--- src/rtl/tag_stream_serializer.sv ---
// tag_stream_serializer: buffers fixed-width timetag records in a FIFO and
// streams them LSB byte first onto the output mux writer interface.
// Optional: define TAG_STREAM_SERIALIZER_LOST_COUNT_EN to count records
// dropped while the FIFO is full (saturating 16-bit counter).
module tag_stream_serializer #(
  parameter int RECORD_BYTES    = 6,
  parameter int FIFO_DEPTH_LOG2 = 4
) (
  input  logic                        clk_i,
  input  logic                        reset_i,
  input  logic [RECORD_BYTES*8-1:0]   rec_i,
  input  logic                        rec_valid_i,
  output logic                        full_o,
  output logic [FIFO_DEPTH_LOG2:0]    fill_o,
  output logic [7:0]                  omux_data_o,
  output logic                        omux_req_o,
  input  logic                        omux_sel_i,
  output logic [15:0]                 lost_count_o
);

  localparam int RW    = RECORD_BYTES * 8;
  localparam int DEPTH = 1 << FIFO_DEPTH_LOG2;
  localparam int IW    = (RECORD_BYTES > 1) ? $clog2(RECORD_BYTES) : 1;
  localparam logic [IW-1:0]              LAST   = IW'(RECORD_BYTES - 1);
  localparam logic [FIFO_DEPTH_LOG2:0]   DEPTHC = (FIFO_DEPTH_LOG2+1)'(DEPTH);

  // FIFO storage and bookkeeping
  logic [DEPTH-1:0][RW-1:0]     mem;
  logic [FIFO_DEPTH_LOG2-1:0]   wptr, rptr;
  logic [FIFO_DEPTH_LOG2:0]     cnt, cnt_nxt;
  logic                         full_q;

  // output stage
  logic [RECORD_BYTES-1:0][7:0] rec_q;
  logic [IW-1:0]                idx;
  logic                         vld;

  logic wr, pop, last_sel, empty;

  // write/pop decisions; full is the registered pre-edge flag, so a drop
  // on full holds even when a pop happens in the same cycle
  always_comb begin
    wr       = rec_valid_i & ~full_q;
    empty    = (cnt == '0);
    last_sel = vld & omux_sel_i & (idx == LAST);
    pop      = (~vld | last_sel) & ~empty;
    cnt_nxt  = cnt + (FIFO_DEPTH_LOG2+1)'(wr) - (FIFO_DEPTH_LOG2+1)'(pop);
  end

  // record storage; contents need no reset since pointers gate every read
  always_ff @(posedge clk_i) begin
    if (wr) mem[wptr] <= rec_i;
  end

  // pointers, occupancy and registered full flag
  always_ff @(posedge clk_i) begin
    if (reset_i) begin
      wptr   <= '0;
      rptr   <= '0;
      cnt    <= '0;
      full_q <= 1'b0;
    end else begin
      if (wr)  wptr <= wptr + 1'b1;
      if (pop) rptr <= rptr + 1'b1;
      cnt    <= cnt_nxt;
      full_q <= (cnt_nxt == DEPTHC);
    end
  end

  // output stage: load head record, step byte index on sel, chain records
  // back to back on last-byte sel when more are queued
  always_ff @(posedge clk_i) begin
    if (reset_i) begin
      rec_q <= '0;
      idx   <= '0;
      vld   <= 1'b0;
    end else if (pop) begin
      rec_q <= mem[rptr];
      idx   <= '0;
      vld   <= 1'b1;
    end else if (vld && omux_sel_i) begin
      if (idx == LAST) vld <= 1'b0;
      else             idx <= idx + 1'b1;
    end
  end

  assign full_o      = full_q;
  assign fill_o      = cnt;
  assign omux_req_o  = vld;
  assign omux_data_o = rec_q[idx];

`ifdef TAG_STREAM_SERIALIZER_LOST_COUNT_EN
  logic [15:0] lost_q;

  // saturating count of records dropped on full
  always_ff @(posedge clk_i) begin
    if (reset_i)                                         lost_q <= '0;
    else if (rec_valid_i && full_q && lost_q != 16'hFFFF) lost_q <= lost_q + 16'd1;
  end

  assign lost_count_o = lost_q;
`else
  assign lost_count_o = 16'h0000;
`endif

endmodule

--- config.mk ---
export PLATFORM = sky130hd
export DESIGN_NAME = tag_stream_serializer
export DESIGN_NICKNAME = d
export VERILOG_FILES = /design/src/rtl/tag_stream_serializer.sv
export SDC_FILE = /design/constraint.sdc
export NUM_CORES = 1
export LEC_CHECK = 0
export ABC_CLOCK_PERIOD_IN_PS = 7020
export BUFFER_PORTS_ARGS = -buffer_cell sky130_fd_sc_hd__buf_2
export CAP_MARGIN = 10
export CORE_MARGIN = 2
export CORE_UTILIZATION = 45
export DETAILED_ROUTE_END_ITERATION = 8
export PLACE_DENSITY_LB_ADDON = 0.12
export SLEW_MARGIN = 25
export SYNTH_ARGS = -nofsm -noshare
export SYNTH_HDL_FRONTEND = slang
export SYNTH_SLANG_ARGS = --single-unit
--- constraint.sdc ---
create_clock -name clk_i -period 7.02 [get_ports clk_i]
set_clock_uncertainty 0.05 [all_clocks]
set_input_delay 0.351 -clock clk_i [delete_from_list [all_inputs] [get_ports clk_i]]
set_output_delay 0.351 -clock clk_i [all_outputs]
set_load 0.1 [all_outputs]
==> metrics, run 1 <==
Starting Density 0.455; most frequent cell after synthesis edfxtp_1; status finished clean; Synth area leaders edfxtp_1 72%, mux4_2 14%, dfxtp_1 4.1%, mux2i_1 1.8%, mux2_2 1.7%; post-cts sizing count 0; Final Hold Fails 0; Ys Warns 0; vias per inst roughly 5.7; overflow left after global routing 0; HPWL after detailed placement 35.9 mm; vias post-DR 14600; CORE AREA approximately 70000 µm²; RSZ-0062 raised after global routing no; GP Congestion ~0.74; CP Max Fanout 11; Yosys cell types 36; Tcrit/Tclk final 0.467; final net count ~1600; ys flop type edfxtp_1; Cells after Synth roughly 1500; clk buf depth 3; Worst-path clk slew around 0.06 ns; cts hold-fix bufs 0; share of cells above drive strength 1 0.303; Clock Tree Root clkbuf_16; vias in the first global route around 15000; CTS tree yes; Rows 97; Max-Cap Viols 0; post-synthesis sequential area ratio 0.764; port bufs 66; Area growth syn-to-layout 13.5%; Pre-antenna DRT Iters 6; Post-synth EDFFs between 700 and 800; die area 73100 µm²; WP data arrival between 3 and 4 ns; fraction of registers with async set/reset 0; Min-Delay Path Class input pin to register; drt drc 0; area leader, netlist edfxtp_1; crit path kind register to register; Syn Area/Cell 22.0 µm²; clk sinks approximately 830; FMAX approximately 300 MHz; DRT iter0 DRCs 1232; worst vdd ir approximately 0.00052 V; gr usage total 0.193; CP Launch Type register; count of state elements after synthesis 834; synth cell count leaders 768 x edfxtp_1, 200 x mux4_2, 77 x nor2_1; Reg2Reg Setup Slack approximately 3.7 ns; Hold WS 0.0504 ns; max-slew violations 0; synthesized cell area about 32000 µm²; power density cells 361 nW/µm²; final setup vio count 0; final WL about 70 mm; Pwr Total approximately 13 mW; # Post-CTS Setup Buffers 0; first-pass GRT wire length ~100 mm; Die Ht ~270 µm; clock latency on the worst-skew pair slightly above 0.6 ns; min Tclk post-route around 3.3 ns; Slew @ Worst Pin around 1.1 ns; Max-slew headroom 0.300; WL per Instance 26.9 µm; crit path capture type register; htree depth 3; WP data required between 7 and 8 ns; io pins 83; Routed Antenna Nets 0; Die Wd 270 µm; antenna violations before repair 4; CTS Buf Count 86; post-synth top area share 0.723; Leak 11.3 nW; setup TNS 0 ns; pin count of the biggest net entering global routing around 120
-- worst max-delay path: stages, from the launching register on --
cell      delay, ns
dfxtp_1        0.76
inv_1          0.13
ha_1           0.23
nand3_1        0.19
a21oi_2        0.17
ha_1           0.31
inv_1          0.04
ha_1           0.20
fa_1           0.44
a21oi_1        0.15
o21bai_1       0.08
xnor2_1        0.15
nor4b_1        0.28
-- final cells by class --
class | instances | area [µm²]
timing repair buffer | 96 | 613
clock buffer | 124 | 2440
sequential | 834 | 24400
clock inverter | 35 | 370
inverter | 18 | 67.6
tap | 940 | 1180
antenna | 3 | 7.51
fill | 5598 | 33900
multi-input combinational | 518 | 7140
-- metal layers --
| metal | track usage | part of all wire | vias up |
|---|---|---|---|
| li1 | - | - | 6240 |
| met1 | 0.278 | 0.45 | 7886 |
| met2 | 0.306 | 0.48 | 356 |
| met3 | 0.0365 | 0.057 | 76 |
| met4 | 0.0505 | 0.015 | 0 |
| met5 | 0 | 0 | - |
-- power breakdown --
part / leakage, nW / switching [mW] / internal, mW
clock: 1.37 / 1.83 / 2.67
combinational: 2.42 / 1.45 / 1.16
sequential: 7.48 / 0.254 / 5.72
-- worst paths after layout --
| path | from | end | depth (start not counted) |
|---|---|---|---|
| worst max-delay path | idx[1] | full_o | 12 |
| worst min-delay path | rec_i[10] | mem[10] | 1 |
| worst max register to register | idx[1] | full_o | 12 |
| worst min register to register | rec_q[23] | rec_q[23] | 1 |
-- cell families after synthesis --
| group | after synthesis | share of synthesized area |
|---|---|---|
| flip-flops | 834 | 0.764 |
| AO/OA/AOI/OAI | 67 | 0.0191 |
| XOR/XNOR | 12 | 0.00329 |
| AND/OR/NAND/NOR | 104 | 0.0141 |
| buffers and inverters | 113 | 0.0177 |
| adder cells (fa/ha/maj) | 14 | 0.00572 |
| other | 1 | 0.000118 |
| multiplexers | 305 | 0.176 |
-- stage by stage --
step	utilization	worst slack [ns]	area (µm²)	instances
after floorplan	-	1.87	32000	1465
after global placement	0.476	3.68	33400	2405
after detailed placement	0.476	3.69	33400	2406
after CTS	0.516	3.74	36200	2565
after global routing	0.516	3.39	36200	2566
final	0.516	3.74	36200	2568
-- layout by cell type (no fill, tap or decap), types with 4 or more instances in the layout --
cell,count
a21oi_1,4
clkbuf_16,88
nor2_1,64
ha_1,13
dfxtp_1,63
nor3_2,4
buf_4,26
nand2_1,9
conb_1,16
nor2_4,13
mux4_2,200
buf_2,66
clkinv_1,9
o22ai_1,8
mux2_2,48
xnor2_1,9
a221o_1,48
mux2i_1,57
bufinv_16,7
clkbuf_1,26
clkbuf_8,10
inv_1,18
edfxtp_1,768
clkinv_2,12
-- registers in the layout, summed over array words and instances (netlist names) --
name / count
omux_req_o: 1
mem: 768
full_o: 1
idx: 3
rec_q: 48
wptr: 4
fill_o: 5
rptr: 4
Power figures use the tool's default switching activity.
==> inputs of run 2 (changes only) <==
- ABC_CLOCK_PERIOD_IN_PS: 7020 -> 2630
- clock period: 7.02 -> 2.63 ns (I/O delays scaled with it)
==> run 2 against run 1 <==
Compared with the run above: setup slack got worse by 3.7 ns; non-clock buffer count increased by 89; final cell count increased by 3.3%; largest power group unchanged.
==> metrics, run 2 (synthesis gave the netlist of run 1 again) <==
Crit-path slowest cell mux4_2; Leak between 10 and 15 nW; most frequent cells in the layout 768 x edfxtp_1, 200 x mux4_2, 88 x clkbuf_16; crit path capture type output pin; hold path depth 5; Clock Tree Root clkbuf_16; worst reg2reg path endpoint full_o; Die Wd between 200 and 300 µm; status finished clean; WL per Instance between 20 and 30 µm; slowest stage delay, CP 0.55 ns; drt drc 0; pin count of the biggest net entering global routing 66; vias post-DR about 15000; Rows 97; Tcrit/Tclk final 0.983; min Tclk post-route about 2.6 ns; Area growth syn-to-layout 17.7%; FMAX a little under 400 MHz; placed instance area approximately 34000 µm²; htree depth 3; CP Launch Type register; Starting Density 0.455; clk sinks between 800 and 900; gr usage total 0.200; worst vdd ir approximately 0.00081 V; r2r worst-path depth 12; WP data required approximately 2.5 ns; commonest non-fill, non-tap cell in the layout edfxtp_1; final WL slightly above 70 mm; DRT iter0 DRCs between 1000 and 1500; Max-slew headroom 0.423; final instance count without filler cells 2652; Die Ht 270 µm; vias in the first global route 15700; GP Congestion approximately 0.73; Hold Path Origin rec_valid_i; Final Hold Fails 0; Worst path top cell family by delay buffers and inverters; crit path kind register to output pin; Antenna Cells 0; reg2reg start fill_o[2]; io pins 83; Max-Cap Viols 0; placed insts about 2400; Finished Core Util 0.535; Largest register FFs ~770; die area approximately 73000 µm²; Worst Hold Path EP wptr[0]; clk buf depth 3; Slew @ Worst Pin 0.864 ns; # fillers about 5500; crit-path cells buf_12 > mux4_2 > inv_1 > o22ai_2 > clkbuf_4; HPWL after detailed placement just under 40 mm; WP buf/inv 3; Worst-path clk slew 0.06 ns; RSZ-0062 raised after global routing no; Reg2Reg Setup Slack around 0.15 ns; setup TNS 0 ns; Min-Delay Path Class input pin to register; max-slew violations 0; CTS Buf Count 86; antenna violations before repair 2; WP data arrival approximately 2.4 ns; largest register by flop count mem; port bufs 66; first-pass GRT wire length roughly 110 mm; overflow left after global routing 0; post-route cell area 37600 µm²; Routed Antenna Nets 0; CORE AREA about 70000 µm²; vias per inst roughly 5.6; final net count 1709; CTS tree yes; power density cells around 950 nW/µm²; Pre-antenna DRT Iters 5; CP Max Fanout 18; final setup vio count 0; share of cells above drive strength 1 0.322; clock latency on the worst-skew pair ~0.62 ns
-- run 2: worst max-delay path by stage --
stage / startpoint / endpoint / slack [ns] / cells after the start
floorplan: full_o / mem[0] / -0.05 / 4
global placement: fill_o[2] / full_o / 0.20 / 12
detailed placement: fill_o[2] / full_o / 0.15 / 11
CTS: idx[0] / omux_data_o[1] / 0.03 / 5
global route: fill_o[2] / full_o / 0.0004 / 12
finish: idx[0] / omux_data_o[1] / 0.04 / 5
-- run 2: cell type report --
type,count,area (µm²),area share
repair buffers,185,1840,0.0491
well taps,940,1180,0.0313
multi-input cells,518,7250,0.193
clock inverters,37,362,0.00963
inverters,18,72.6,0.00193
clock buffers,120,2440,0.0650
flip-flops and latches,834,24400,0.650
-- run 2: power breakdown --
part / switching (mW) / internal [mW] / total [mW]
sequential: 0.542 / 15.3 / 15.8
combinational: 4.18 / 3.69 / 7.87
clock: 4.81 / 7.15 / 12.0
total: 9.54 / 26.1 / 35.6
-- run 2: timing repair --
item	4_1_cts	5_1_grt
hold buffers	50	0
endpoints found under the hold margin	786	0
setup endpoints to repair	7	4
pin swaps	0	7
resized for setup	4	12
buffers inserted	0	5
-- run 2: worst reg2reg max path, cell delays in order (launching register included) --
cell and delay, ns:
dfxtp_4 0.35, inv_4 0.06, ha_4 0.12, nor4b_4 0.22, a21oi_2 0.07, ha_1 0.29
inv_2 0.05, ha_4 0.16, fa_2 0.40, a21oi_2 0.14, o21bai_1 0.09, xnor2_1 0.15
nor4b_2 0.24
-- run 2: metal layers --
layer,track usage,part of all wire
met1,0.287,0.44
met2,0.319,0.48
met3,0.0340,0.056
met4,0.0586,0.023
met5,0,0.00038
-- run 2: stage by stage --
step	power, mW	setup slack (ns)	hold WS, ns
final	35.6	0.0440	0.0895
after global routing	37.1	0.000403	0.118
after CTS	35.9	0.0337	0.0507
after detailed placement	23.9	0.153	0.425
after global placement	23.8	0.202	0.417
after floorplan	21.5	-0.0510	0.180
